File: config.mk
export PLATFORM = sky130hd
export DESIGN_NAME = spi_txn_arbiter_flat
export DESIGN_NICKNAME = d
export VERILOG_FILES = /design/src/rtl/spi_txn_arbiter_pkg.sv /design/src/rtl/spi_txn_arbiter_if.sv /design/src/rtl/spi_txn_arbiter_rr_picker.sv /design/src/rtl/spi_txn_arbiter.sv /design/src/flat_wrapper.sv
export SDC_FILE = /design/constraint.sdc
export NUM_CORES = 1
export LEC_CHECK = 0
export CORE_MARGIN = 5
export CORE_UTILIZATION = 29
export CTS_BUF_LIST = sky130_fd_sc_hd__clkbuf_4
export DETAILED_ROUTE_END_ITERATION = 16
export SYNTH_ARGS = -nofsm -noshare
export SYNTH_HDL_FRONTEND = slang
export SYNTH_SLANG_ARGS = --single-unit
File: constraint.sdc
create_clock -name clk -period 2.8 [get_ports clk]
set_input_delay 0.56 -clock clk [delete_from_list [all_inputs] [get_ports clk]]
set_output_delay 0.56 -clock clk [all_outputs]
set_load 0.02 [all_outputs]
File: src/rtl/spi_txn_arbiter_pkg.sv
// Shared types and constants for the SPI transaction arbiter.
// Optional WAIT-state timeout is enabled by defining SPI_TXN_TIMEOUT_EN.
package spi_txn_arbiter_pkg;

    typedef enum logic [2:0] {
        ST_IDLE  = 3'd0,
        ST_CHECK = 3'd1,
        ST_STRT  = 3'd2,
        ST_WAIT  = 3'd3,
        ST_DONE  = 3'd4
    } arb_state_t;

    localparam logic [2:0] SS_NONE   = 3'b111;
    localparam logic [2:0] SS_VALID0 = 3'b000;
    localparam logic [2:0] SS_VALID1 = 3'b001;
    localparam logic [2:0] SS_VALID2 = 3'b010;

    function automatic logic ss_is_valid(input logic [2:0] ss);
        return (ss == SS_VALID0) || (ss == SS_VALID1) || (ss == SS_VALID2);
    endfunction

endpackage

File: src/rtl/spi_txn_arbiter_if.sv
// Client request/grant bus plus the SPI master control/status lines.
// slave = arbiter view, master = client/master-side view.
interface spi_txn_arbiter_if #(
    parameter int NUM_REQ = 3,
    parameter int DATA_W  = 8
);
    logic [NUM_REQ-1:0]        req;
    logic [3*NUM_REQ-1:0]      req_ss;
    logic [DATA_W*NUM_REQ-1:0] req_data;
    logic [NUM_REQ-1:0]        gnt;
    logic                      ack;
    logic                      err;
    logic [DATA_W-1:0]         rx_data;
    logic                      busy;
    logic                      start;
    logic [2:0]                ss_out;
    logic [DATA_W-1:0]         data_out;
    logic                      master_done;
    logic [DATA_W-1:0]         master_rx;

    modport slave (
        input  req, req_ss, req_data, master_done, master_rx,
        output gnt, ack, err, rx_data, busy, start, ss_out, data_out
    );

    modport master (
        output req, req_ss, req_data, master_done, master_rx,
        input  gnt, ack, err, rx_data, busy, start, ss_out, data_out
    );
endinterface

File: src/rtl/spi_txn_arbiter_rr_picker.sv
// Combinational round-robin priority encoder: first set request at or after ptr,
// wrapping modulo NUM_REQ.
module spi_rr_picker #(
    parameter int NUM_REQ = 3,
    parameter int IDX_W   = 2
) (
    input  logic [NUM_REQ-1:0] req,
    input  logic [IDX_W-1:0]   ptr,
    output logic [NUM_REQ-1:0] win_oh,
    output logic [IDX_W-1:0]   win_idx,
    output logic               win_valid
);

    int idx;

    // Scan from the farthest offset down so the nearest hit to ptr wins last.
    always_comb begin
        win_idx   = '0;
        win_valid = 1'b0;
        idx       = 0;
        for (int k = NUM_REQ - 1; k >= 0; k--) begin
            idx = int'(ptr) + k;
            if (idx >= NUM_REQ) begin
                idx = idx - NUM_REQ;
            end
            if (req[IDX_W'(idx)]) begin
                win_idx   = IDX_W'(idx);
                win_valid = 1'b1;
            end
        end
    end

    for (genvar gi = 0; gi < NUM_REQ; gi++) begin : g_oh
        assign win_oh[gi] = win_valid && (win_idx == IDX_W'(gi));
    end

endmodule

File: src/rtl/spi_txn_arbiter.sv
// Round-robin arbiter that shares one SPI master among NUM_REQ requesters.
// Define SPI_TXN_TIMEOUT_EN to abort WAIT after TIMEOUT_CYC cycles with ERR.
module spi_txn_arbiter
    import spi_txn_arbiter_pkg::*;
#(
    parameter int NUM_REQ     = 3,
    parameter int DATA_W      = 8,
    parameter int TIMEOUT_CYC = 64
) (
    input  logic             clk,
    input  logic             rst,
    spi_txn_arbiter_if.slave bus
);

    localparam int IDX_W = (NUM_REQ > 1) ? $clog2(NUM_REQ) : 1;

    if (NUM_REQ < 2 || NUM_REQ > 8 || TIMEOUT_CYC < 1) begin : g_bad_param
        $error("spi_txn_arbiter: NUM_REQ must be 2..8 and TIMEOUT_CYC >= 1");
    end

    logic [2:0]        ss_arr   [NUM_REQ];
    logic [DATA_W-1:0] data_arr [NUM_REQ];

    for (genvar gi = 0; gi < NUM_REQ; gi++) begin : g_slice
        assign ss_arr[gi]   = bus.req_ss[3*gi +: 3];
        assign data_arr[gi] = bus.req_data[DATA_W*gi +: DATA_W];
    end

    logic [NUM_REQ-1:0] pick_oh;
    logic [IDX_W-1:0]   pick_idx;
    logic               pick_valid;

    arb_state_t         state_reg;
    logic [IDX_W-1:0]   rr_ptr_reg;
    logic [IDX_W-1:0]   win_idx_reg;
    logic [2:0]         ss_reg;
    logic [DATA_W-1:0]  data_reg;
    logic [NUM_REQ-1:0] gnt_reg;
    logic               ack_reg;
    logic               err_reg;
    logic [DATA_W-1:0]  rx_data_reg;
    logic               busy_reg;
    logic               start_reg;
    logic [2:0]         ss_out_reg;
    logic [DATA_W-1:0]  data_out_reg;

`ifdef SPI_TXN_TIMEOUT_EN
    localparam int CNT_W = $clog2(TIMEOUT_CYC + 1);
    logic [CNT_W-1:0] tmo_cnt_reg;
`endif

    spi_rr_picker #(
        .NUM_REQ (NUM_REQ),
        .IDX_W   (IDX_W)
    ) u_picker (
        .req       (bus.req),
        .ptr       (rr_ptr_reg),
        .win_oh    (pick_oh),
        .win_idx   (pick_idx),
        .win_valid (pick_valid)
    );

    always_ff @(posedge clk or posedge rst) begin
        if (rst) begin
            state_reg    <= ST_IDLE;
            rr_ptr_reg   <= '0;
            win_idx_reg  <= '0;
            ss_reg       <= SS_NONE;
            data_reg     <= '0;
            gnt_reg      <= '0;
            ack_reg      <= 1'b0;
            err_reg      <= 1'b0;
            rx_data_reg  <= '0;
            busy_reg     <= 1'b0;
            start_reg    <= 1'b0;
            ss_out_reg   <= SS_NONE;
            data_out_reg <= '0;
`ifdef SPI_TXN_TIMEOUT_EN
            tmo_cnt_reg  <= '0;
`endif
        end else begin
            ack_reg   <= 1'b0;
            start_reg <= 1'b0;
            case (state_reg)
                ST_IDLE: begin
                    if (pick_valid) begin
                        gnt_reg     <= pick_oh;
                        win_idx_reg <= pick_idx;
                        ss_reg      <= ss_arr[pick_idx];
                        data_reg    <= data_arr[pick_idx];
                        err_reg     <= 1'b0;
                        busy_reg    <= 1'b1;
                        state_reg   <= ST_CHECK;
                    end
                end
                ST_CHECK: begin
                    if (ss_is_valid(ss_reg)) begin
                        ss_out_reg   <= ss_reg;
                        data_out_reg <= data_reg;
                        start_reg    <= 1'b1;
                        state_reg    <= ST_STRT;
                    end else begin
                        // Rejected: the master never sees this request.
                        err_reg   <= 1'b1;
                        ack_reg   <= 1'b1;
                        state_reg <= ST_DONE;
                    end
                end
                ST_STRT: begin
`ifdef SPI_TXN_TIMEOUT_EN
                    tmo_cnt_reg <= '0;
`endif
                    state_reg <= ST_WAIT;
                end
                ST_WAIT: begin
                    if (bus.master_done) begin
                        rx_data_reg <= bus.master_rx;
                        err_reg     <= 1'b0;
                        ack_reg     <= 1'b1;
                        state_reg   <= ST_DONE;
                    end
`ifdef SPI_TXN_TIMEOUT_EN
                    else if (tmo_cnt_reg == CNT_W'(TIMEOUT_CYC - 1)) begin
                        err_reg    <= 1'b1;
                        ack_reg    <= 1'b1;
                        ss_out_reg <= SS_NONE;
                        state_reg  <= ST_DONE;
                    end else begin
                        tmo_cnt_reg <= tmo_cnt_reg + CNT_W'(1);
                    end
`endif
                end
                ST_DONE: begin
                    gnt_reg    <= '0;
                    ss_out_reg <= SS_NONE;
                    busy_reg   <= 1'b0;
                    rr_ptr_reg <= (win_idx_reg == IDX_W'(NUM_REQ - 1)) ?
                                  '0 : win_idx_reg + IDX_W'(1);
                    state_reg  <= ST_IDLE;
                end
                default: begin
                    state_reg <= ST_IDLE;
                end
            endcase
        end
    end

    assign bus.gnt      = gnt_reg;
    assign bus.ack      = ack_reg;
    assign bus.err      = err_reg;
    assign bus.rx_data  = rx_data_reg;
    assign bus.busy     = busy_reg;
    assign bus.start    = start_reg;
    assign bus.ss_out   = ss_out_reg;
    assign bus.data_out = data_out_reg;

endmodule

File: src/flat_wrapper.sv
// flat-port wrapper written by rule: the top's interface ports become plain ports
module spi_txn_arbiter_flat import spi_txn_arbiter_pkg::*;
#(
    parameter int NUM_REQ     = 3,
    parameter int DATA_W      = 8,
    parameter int TIMEOUT_CYC = 64
)
  (clk, rst, bus_req, bus_req_ss, bus_req_data, bus_master_done, bus_master_rx, bus_gnt, bus_ack, bus_err, bus_rx_data, bus_busy, bus_start, bus_ss_out, bus_data_out);
  spi_txn_arbiter_if #(.NUM_REQ(NUM_REQ), .DATA_W(DATA_W)) bus_i ();
  input  logic clk;
  input  logic rst;
  input wire logic [$bits(bus_i.req)-1:0] bus_req;
  input wire logic [$bits(bus_i.req_ss)-1:0] bus_req_ss;
  input wire logic [$bits(bus_i.req_data)-1:0] bus_req_data;
  input wire logic [$bits(bus_i.master_done)-1:0] bus_master_done;
  input wire logic [$bits(bus_i.master_rx)-1:0] bus_master_rx;
  output wire logic [$bits(bus_i.gnt)-1:0] bus_gnt;
  output wire logic [$bits(bus_i.ack)-1:0] bus_ack;
  output wire logic [$bits(bus_i.err)-1:0] bus_err;
  output wire logic [$bits(bus_i.rx_data)-1:0] bus_rx_data;
  output wire logic [$bits(bus_i.busy)-1:0] bus_busy;
  output wire logic [$bits(bus_i.start)-1:0] bus_start;
  output wire logic [$bits(bus_i.ss_out)-1:0] bus_ss_out;
  output wire logic [$bits(bus_i.data_out)-1:0] bus_data_out;
  assign bus_i.req = bus_req;
  assign bus_i.req_ss = bus_req_ss;
  assign bus_i.req_data = bus_req_data;
  assign bus_i.master_done = bus_master_done;
  assign bus_i.master_rx = bus_master_rx;
  assign bus_gnt = bus_i.gnt;
  assign bus_ack = bus_i.ack;
  assign bus_err = bus_i.err;
  assign bus_rx_data = bus_i.rx_data;
  assign bus_busy = bus_i.busy;
  assign bus_start = bus_i.start;
  assign bus_ss_out = bus_i.ss_out;
  assign bus_data_out = bus_i.data_out;
  spi_txn_arbiter #(.NUM_REQ(NUM_REQ), .DATA_W(DATA_W), .TIMEOUT_CYC(TIMEOUT_CYC)) u_core (.clk(clk), .rst(rst), .bus(bus_i));
endmodule
==> results of run 1 <==
[synthesized netlist by cell type (2+ instances only)]
master	instances	area, sq um
a211oi_1	2	15.0
a21oi_1	4	20.0
buf_2	2	10.0
buf_6	3	33.8
clkbuf_1	4	15.0
dfrtp_1	38	951
dfstp_2	6	158
ha_1	2	25.0
inv_1	8	30.0
mux2_2	8	90.1
mux2i_1	11	110
nand2_1	52	195
nand3_1	16	80.1
nor2_1	7	26.3
nor2b_1	2	12.5
nor3_1	2	10.0
o211ai_2	10	125
o21ai_0	7	35.0
[layout make-up]
cell class	instances	area, sq um
Multi-Input combinational cell	142	918
Clock inverter	3	46.3
Sequential cell	44	1110
Tap cell	99	124
Clock buffer	5	37.5
Fill cell	709	4160
Inverter	8	30.0
Timing Repair Buffer	76	751
[through the flow]
stage                     setup WS (ps)  instance area (sq um)
after CTS                           495                   3020
after global placement              373                   2930
after global routing                401                   3020
after floorplan                     925                   2120
final                               516                   3020
after detailed placement            280                   2930
[final timing paths]
kind	cells past startpoint	startpoint	slack, ps	to
worst max register to register	6	u_core.rr_ptr_reg[0]	520	u_core.data_reg[0]
worst max-delay path	6	u_core.rr_ptr_reg[0]	520	u_core.data_reg[0]
max in group asynchronous	3	rst	1800	u_core.ss_reg[1]
min in group asynchronous	3	rst	630	u_core.bus.rx_data[7]
worst min-delay path	2	u_core.bus.ss_out[2]	470	u_core.bus.ss_out[2]
worst min register to register	2	u_core.bus.ss_out[2]	470	u_core.bus.ss_out[2]
[power by group]
part	total [W]	switching [W]	internal (W)
clock	0.000415	0.000224	0.000191
combinational	0.00169	0.000908	0.000781
sequential	0.00112	0.000171	0.000952
total	0.00323	0.00130	0.00192
[layer usage]
| layer | GRT usage | vias up | part of all wire |
|---|---|---|---|
| met5 | 0 | - | 0 |
| met4 | 0.0320 | 0 | 0.012 |
| met3 | 0.0418 | 5 | 0.073 |
| met2 | 0.212 | 43 | 0.50 |
| met1 | 0.140 | 792 | 0.41 |
| li1 | - | 840 | - |
[critical path: stages (launching register included)]
cell and delay (ps):
dfrtp_1 400, inv_1 50, ha_1 370, a211oi_1 290, or3_1 650, mux2i_1 330
o211ai_2 100
[cells in the final DEF, fill, tap and decap left out, drive strengths merged]
master         instances
a31o                   1
a22oi                  1
and3                   1
a21boi                 1
nand3b                 1
nand3                 17
o221a                  1
o21ai                  8
o22ai                  1
clkinvlp               1
dfstp                  6
a31oi                  1
a21oi                  4
or3                    1
mux2                   8
dfrtp                 38
nand2                 52
nor2b                  2
buf                    4
a211oi                 2
clkdlybuf4s50         72
nand2b                 2
mux2i                 11
a21o                   1
o211ai                11
maj3                   1
inv                    9
nor2                   7
and2                   1
clkbuf                 5
ha                     2
o31ai                  1
bufinv                 1
nor3                   2
a2bb2oi                1
[kinds of logic (layout without fill, tap and decap cells)]
family	Yosys count	after routing	share of synthesized area
compound gates	34	34	0.140
fa+ha+maj	3	3	0.0171
buf+inv	18	92	0.0454
flops	44	44	0.522
mux	19	19	0.0943
simple gates	86	86	0.182
==> impl_metrics.json, run 1 <==
{
  "status": "finished clean",
  "area_growth_pct": 42.0,
  "utilization": 0.420,
  "drt_first_iter_violations": 50,
  "cts_setup_buffers": 0,
  "syn_nets": 253,
  "required_ps": 3060,
  "root_buffer": "clkbuf_4",
  "ios": 73,
  "layoutNonFillerInstCount": 377,
  "tns_ps": 0,
  "synth_flop_cell": "dfrtp_1",
  "core_sq_um": 7180,
  "htreeDepth": 2,
  "cts_made_buffers": 5,
  "worstPathArrival_ps": 2540,
  "synthCells": 204,
  "synth_edf_count": 0,
  "max_slew.worst_pin.slew_ps": 766,
  "hold_class": "flip-flop to flip-flop",
  "dieHeight_microns": 95.6,
  "antenna_cells": 0,
  "vias_per_cell": 4.46,
  "cts_tree": "built",
  "cp-start-kind": "flip-flop",
  "relSlewSlack": 0.490,
  "wl_microns": 5290,
  "cts_hold_buffers": 0,
  "dp.cells": 369,
  "wl_per_cell_microns": 14.0,
  "crit_fanout": 14,
  "drcViolationCount": 0,
  "dr.pass1.iters": 4,
  "synthArstFlopShare": 1.00,
  "seq_area_frac_synth": 0.522,
  "fp.dieW_microns": 95.6,
  "end_kind": "flip-flop",
  "path_class": "flip-flop to flip-flop",
  "die_area_sq_um": 9130,
  "synth_cell_types": 38,
  "ys_warn_count": 0,
  "cts_resized": 0,
  "ys_ff_latch": 44,
  "clk_pin_slew_ps": 140,
  "clk_path_buf_depth": 2,
  "grt_usage": 0.121,
  "maxCapViolations": 0,
  "power_w": 0.00323,
  "p_leak_nw": 1.36,
  "grt_max_degree": 45,
  "cts.sinks": 44,
  "numPortBuffers": 72,
  "num_rows": 31,
  "syn_area_per_cell_sq_um": 10.4,
  "start_util": 0.296,
  "dp_hpwl_microns": 3910,
  "grt_pass1_wl_microns": 8640,
  "skew_ps": 12.7,
  "first_global_vias": 1867,
  "final_net_count": 326,
  "fmax_mhz": 438,
  "layout_min_cycle_time_ps": 2280,
  "final_max_slew_viol_count": 0,
  "clk_latency_ps": 360,
  "num_vias": 1680,
  "syn_area_sq_um": 2120,
  "whs_ps": 473,
  "antenna_left": 0,
  "drive_above_1_share": 0.158,
  "vdd_drop_max_mv": 0.352,
  "p_per_area_nw_per_um2": 1070,
  "rsz0062_at_grt": "no",
  "place.gp.congestion": 0.805,
  "gr-total-overflow": 0,
  "antenna_found_initial": 0,
  "finalSetupViolations": 0,
  "finalHoldViolCount": 0,
  "period_share": 0.816
}
Note: power is estimated with default switching activity, not from simulation.
==> run 2: changes to the inputs <==
- clock period: 2.8 -> 1.9 ns (I/O delays scaled with it)
==> run 2 against run 1 <==
  * The flow now finishes with violations (setup timing)
  * Sequential cell count stayed put
  * Worst hold slack worse by 240 ps
  * First-iteration DRC count is 26% lower
  * Largest power group unchanged
==> impl_metrics.json, run 2 (synthesized netlist as in run 1, its figures left out) <==
{
  "place.gp.congestion": 0.739,
  "antenna_cells": 0,
  "fillers": 688,
  "required_ps": 2190,
  "area_growth_pct": 55.7,
  "cp-start-kind": "flip-flop",
  "skew_ps": 10.8,
  "status": "finished with violations",
  "drive_above_1_share": 0.266,
  "setup_ws_ps": -60.3,
  "drcViolationCount": 0,
  "p_leak_nw": 1.46,
  "relSlewSlack": 0.728,
  "core_sq_um": 7180,
  "finalHoldViolCount": 0,
  "utilization": 0.461,
  "dp_hpwl_microns": 3920,
  "gr-total-overflow": 0,
  "cts_hold_buffers": 0,
  "clk_latency_ps": 360,
  "final_cell_mix": "clkdlybuf4s50_1, nand2_1, dfrtp_1, buf_4, o211ai_2",
  "start_util": 0.296,
  "antenna_left": 0,
  "period_share": 1.03,
  "whs_ps": 231,
  "num_vias": 1781,
  "numPortBuffers": 72,
  "grt_usage": 0.124,
  "fp.dieW_microns": 95.6,
  "vdd_drop_max_mv": 0.479,
  "root_buffer": "clkbuf_4",
  "clk_pin_slew_ps": 140,
  "final_net_count": 341,
  "num_rows": 31,
  "wl_microns": 5720,
  "layout_commonest_cell": "clkdlybuf4s50_1",
  "crit_fanout": 7,
  "violations": "setup timing",
  "end_kind": "flip-flop",
  "die_area_sq_um": 9130,
  "power_w": 0.00530,
  "tns_ps": -382,
  "rsz0062_at_grt": "yes",
  "grt_max_degree": 36,
  "cts_made_buffers": 5,
  "cts_tree": "built",
  "maxCapViolations": 0,
  "dr.pass1.iters": 4,
  "clk_path_buf_depth": 2,
  "htreeDepth": 2,
  "vias_per_cell": 4.54,
  "ios": 73,
  "wl_per_cell_microns": 14.6,
  "fmax_mhz": 510,
  "antenna_found_initial": 0,
  "drt_first_iter_violations": 37,
  "final_max_slew_viol_count": 0,
  "finalSetupViolations": 12,
  "path_class": "flip-flop to flip-flop",
  "hold_class": "input pin to async pin",
  "cts.sinks": 44,
  "grt_pass1_wl_microns": 8760,
  "first_global_vias": 1806,
  "worstPathArrival_ps": 2250,
  "dieHeight_microns": 95.6,
  "p_per_area_nw_per_um2": 1600,
  "max_slew.worst_pin.slew_ps": 407,
  "layout_min_cycle_time_ps": 1960
}
[run 2: cell types whose count changed in the layout (fill, tap and decap cells not counted), moves of 3 or more]
cell / previous run / this run
buf_12: 0 / 3
buf_4: 4 / 11
clkdlybuf4s50_1: 72 / 69
dlygate4sd2_1: 0 / 3
mux2i_1: 11 / 8
nand3_1: 16 / 8
nand3_2: 1 / 8
[run 2: critical path, stage by stage, from the launching register on]
cell      delay [ps]
dfrtp_1          440
buf_6            130
ha_4             170
a21oi_1          160
o21ai_1           80
or3_4            410
buf_12           170
mux2i_4          180
o211ai_2         150
[run 2: report_power, final]
part / leakage, nW / switching [W] / internal, W / total [W]
registers: 0.538 / 0.000273 / 0.00141 / 0.00168
logic: 0.876 / 0.00152 / 0.00151 / 0.00303
clock network: 0.0428 / 0.000316 / 0.000275 / 0.000591
[run 2: path summary, 6_finish.rpt]
check	slack, ps	from	cells after the start	to
max in group asynchronous	1130	rst	3	u_core.ss_reg[0]
worst min-delay path	230	rst	2	u_core.bus.rx_data[7]
min in group clk	470	u_core.bus.ss_out[2]	2	u_core.bus.ss_out[2]
worst max-delay path	-60	u_core.rr_ptr_reg[0]	8	u_core.data_reg[2]
worst min register to register	470	u_core.bus.ss_out[2]	2	u_core.bus.ss_out[2]
worst max register to register	-60	u_core.rr_ptr_reg[0]	8	u_core.data_reg[2]
[run 2: metal layers]
metal,up-vias,part of all wire,GRT usage
li1,879,-,-
met1,856,0.42,0.157
met2,42,0.51,0.204
met3,4,0.056,0.0418
met4,0,0.0070,0.0249
met5,-,0,0
[run 2: metrics by stage]
| stage | setup WS [ps] | cell area, sq um | instances |
|---|---|---|---|
| 2_1_floorplan | 25.2 | 2120 | 204 |
| 3_3_place_gp | -80.0 | 3040 | 378 |
| 3_5_place_dp | -103 | 3040 | 378 |
| 4_1_cts | 6.65 | 3160 | 389 |
| 5_1_grt | -122 | 3310 | 392 |
| 6_report | -60.3 | 3310 | 392 |
[run 2: layout make-up]
type	instances	area, sq um	share of cell area
Sequential cell	44	1110	0.336
Multi-Input combinational cell	143	1040	0.315
Timing Repair Buffer	90	922	0.279
Tap cell	99	124	0.0375
Clock inverter	3	42.5	0.0129
Clock buffer	5	37.5	0.0114
Inverter	8	30.0	0.00908
[run 2: timing repair]
item / 4_1_cts / 5_1_grt
setup endpoints to repair: 19 / 14
setup buffers: 2 / 2
pin swaps: 1 / 18
resized for setup: 9 / 24
gates cloned: 1 / 1
==> run 3: changes to the inputs <==
- SETUP_SLACK_MARGIN: default -> 0.05
==> run 3 against run 2 <==
  * The run still ends with setup timing left
  * Combinational power grew 12%
  * Worst setup slack gained 28 ps
  * Routed wire length shrank 1.5%
  * Fmax grew 1.5%
  * Cell count is the same
  * Sequential share of layout area shrank 1.3 points
  * Die area is the same
  * Critical path type unchanged
  * Largest power group unchanged
==> impl_metrics.json, run 3 (synthesized netlist as in run 1, its figures left out) <==
{
  "status": "finished with violations",
  "violations": "setup timing",
  "finalHoldViolCount": 0,
  "antenna_cells": 0,
  "clk_latency_ps": 360,
  "seqPwrFrac": 0.304,
  "required_ps": 2190,
  "clk_path_buf_depth": 2,
  "final_cell_area_sq_um": 3430,
  "ios": 73,
  "layout_commonest_cell": "clkdlybuf4s50_1",
  "final_net_count": 341,
  "drive_above_1_share": 0.287,
  "cts.sinks": 44,
  "max_stage_delay_ps": 410,
  "p_leak_nw": 1.50,
  "pwr-share-comb": 0.613,
  "period_share": 1.02,
  "fmax_mhz": 518,
  "layout_min_cycle_time_ps": 1930,
  "crit_chain": "inv_2 > ha_4 > maj3_2 > a2bb2oi_4 > and3_4 > buf_12 > buf_12 > nand3_1 > o211ai_2",
  "max_slew.worst_pin.slew_ps": 443,
  "start_util": 0.296,
  "dieHeight_microns": 95.6,
  "num_rows": 31,
  "drcViolationCount": 0,
  "area_growth_pct": 61.6,
  "drt_first_iter_violations": 46,
  "die_area_sq_um": 9130,
  "rsz0062_at_grt": "yes",
  "crit_fanout": 6,
  "crit_top_cell": "buf_12",
  "dr.pass1.iters": 4,
  "root_buffer": "clkbuf_4",
  "first_global_vias": 1760,
  "place.gp.congestion": 0.759,
  "end_kind": "flip-flop",
  "clk_pin_slew_ps": 130,
  "reg2reg_from": "u_core.rr_ptr_reg[0]",
  "cp-start-kind": "flip-flop",
  "cts_tree": "built",
  "sw_frac_of_total": 0.405,
  "cts_hold_buffers": 0,
  "maxCapViolations": 0,
  "vdd_drop_max_mv": 0.553,
  "final_max_slew_viol_count": 0,
  "final_cell_mix": "clkdlybuf4s50_1, nand2_1, dfrtp_1, mux2i_1, o211ai_2",
  "cts_made_buffers": 5,
  "p_per_area_nw_per_um2": 1610,
  "core_sq_um": 7180,
  "skew_ps": 12.8,
  "rrSetupSlack_ps": -30,
  "finalSetupViolations": 7,
  "fillers": 675,
  "antenna_left": 0,
  "num_vias": 1799,
  "wl_per_cell_microns": 14.4,
  "power_switching_w": 0.00224,
  "fp.dieW_microns": 95.6,
  "dp_hpwl_microns": 3730,
  "worstPathArrival_ps": 2220,
  "pre_cts_ws_ps": -148,
  "numPortBuffers": 72,
  "grt_max_degree": 45,
  "pwr-share-clk": 0.083,
  "grt_usage": 0.121,
  "path_class": "flip-flop to flip-flop",
  "cp-startpoint": "u_core.rr_ptr_reg[0]",
  "rr_worst_depth": 9,
  "grt_pass1_wl_microns": 8530,
  "place_area_sq_um": 3040,
  "setup_ws_ps": -32.2,
  "rr_endpoint": "u_core.data_reg[1]",
  "relSlewSlack": 0.702,
  "wl_microns": 5630,
  "tns_ps": -120,
  "whs_ps": 348,
  "htreeDepth": 2,
  "internal-power_w": 0.00330,
  "antenna_found_initial": 0,
  "gr-total-overflow": 0,
  "critPathSlowestCell": "dfrtp_1",
  "hold_class": "input pin to async pin",
  "vias_per_cell": 4.59
}
[run 3: how the worst max path moves through the flow]
stage                         endpoint  slack, ps  cells past startpoint
CTS                 u_core.data_reg[1]        -10                      9
detailed placement  u_core.data_reg[6]       -150                      6
global route        u_core.data_reg[6]       -130                      8
finish              u_core.data_reg[1]        -30                      9
floorplan           u_core.data_reg[0]         90                      9
global placement    u_core.data_reg[6]        -90                      6
[run 3: repair_timing]
item,4_1_cts,5_1_grt
setup buffers,4,1
gates resized for setup,17,28
pin swaps,8,10
gates cloned,2,3
endpoints found under the setup margin,17,18
[run 3: layout make-up]
cell class,count,area (sq um),area share
clock buffers,6,45.0,0.0131
multi-input cells,143,1110,0.324
clock inverters,2,11.3,0.00328
well taps,99,124,0.0361
inverters,8,30.0,0.00875
flip-flops and latches,44,1110,0.323
repair buffers,90,1000,0.291
[run 3: worst max-delay path: cells and delay by family (launching register included)]
family	cells	cell delay, ps
buffers and inverters	3	300
DFF	1	410
adders and majority gates	2	590
and+or+nand+nor	2	340
AOI/OAI and AO/OA	2	230
[run 3: power groups by stage]
stage	Sequential, W	Clock [W]	Combinational [W]
2_1_floorplan	0.00193	0	0.00144
3_3_place_gp	0.00168	0	0.00269
3_5_place_dp	0.00168	0	0.00273
4_1_cts	0.00166	0.000481	0.00306
5_1_grt	0.00175	0.000507	0.00365
6_report	0.00168	0.000458	0.00340
[run 3: metrics by stage]
stage | instances | utilization | power, W
after global placement | 375 | 0.424 | 0.00437
final | 392 | 0.478 | 0.00554
after floorplan | 204 | - | 0.00336
after CTS | 389 | 0.453 | 0.00521
after detailed placement | 375 | 0.424 | 0.00441
after global routing | 392 | 0.478 | 0.00591
[run 3: per-layer routing]
| layer | wire length [microns] | track usage |
|---|---|---|
| met2 | 2690 | 0.186 |
| met5 | 0 | 0 |
| met4 | 56 | 0.0284 |
| met1 | 2500 | 0.160 |
| met3 | 387 | 0.0442 |
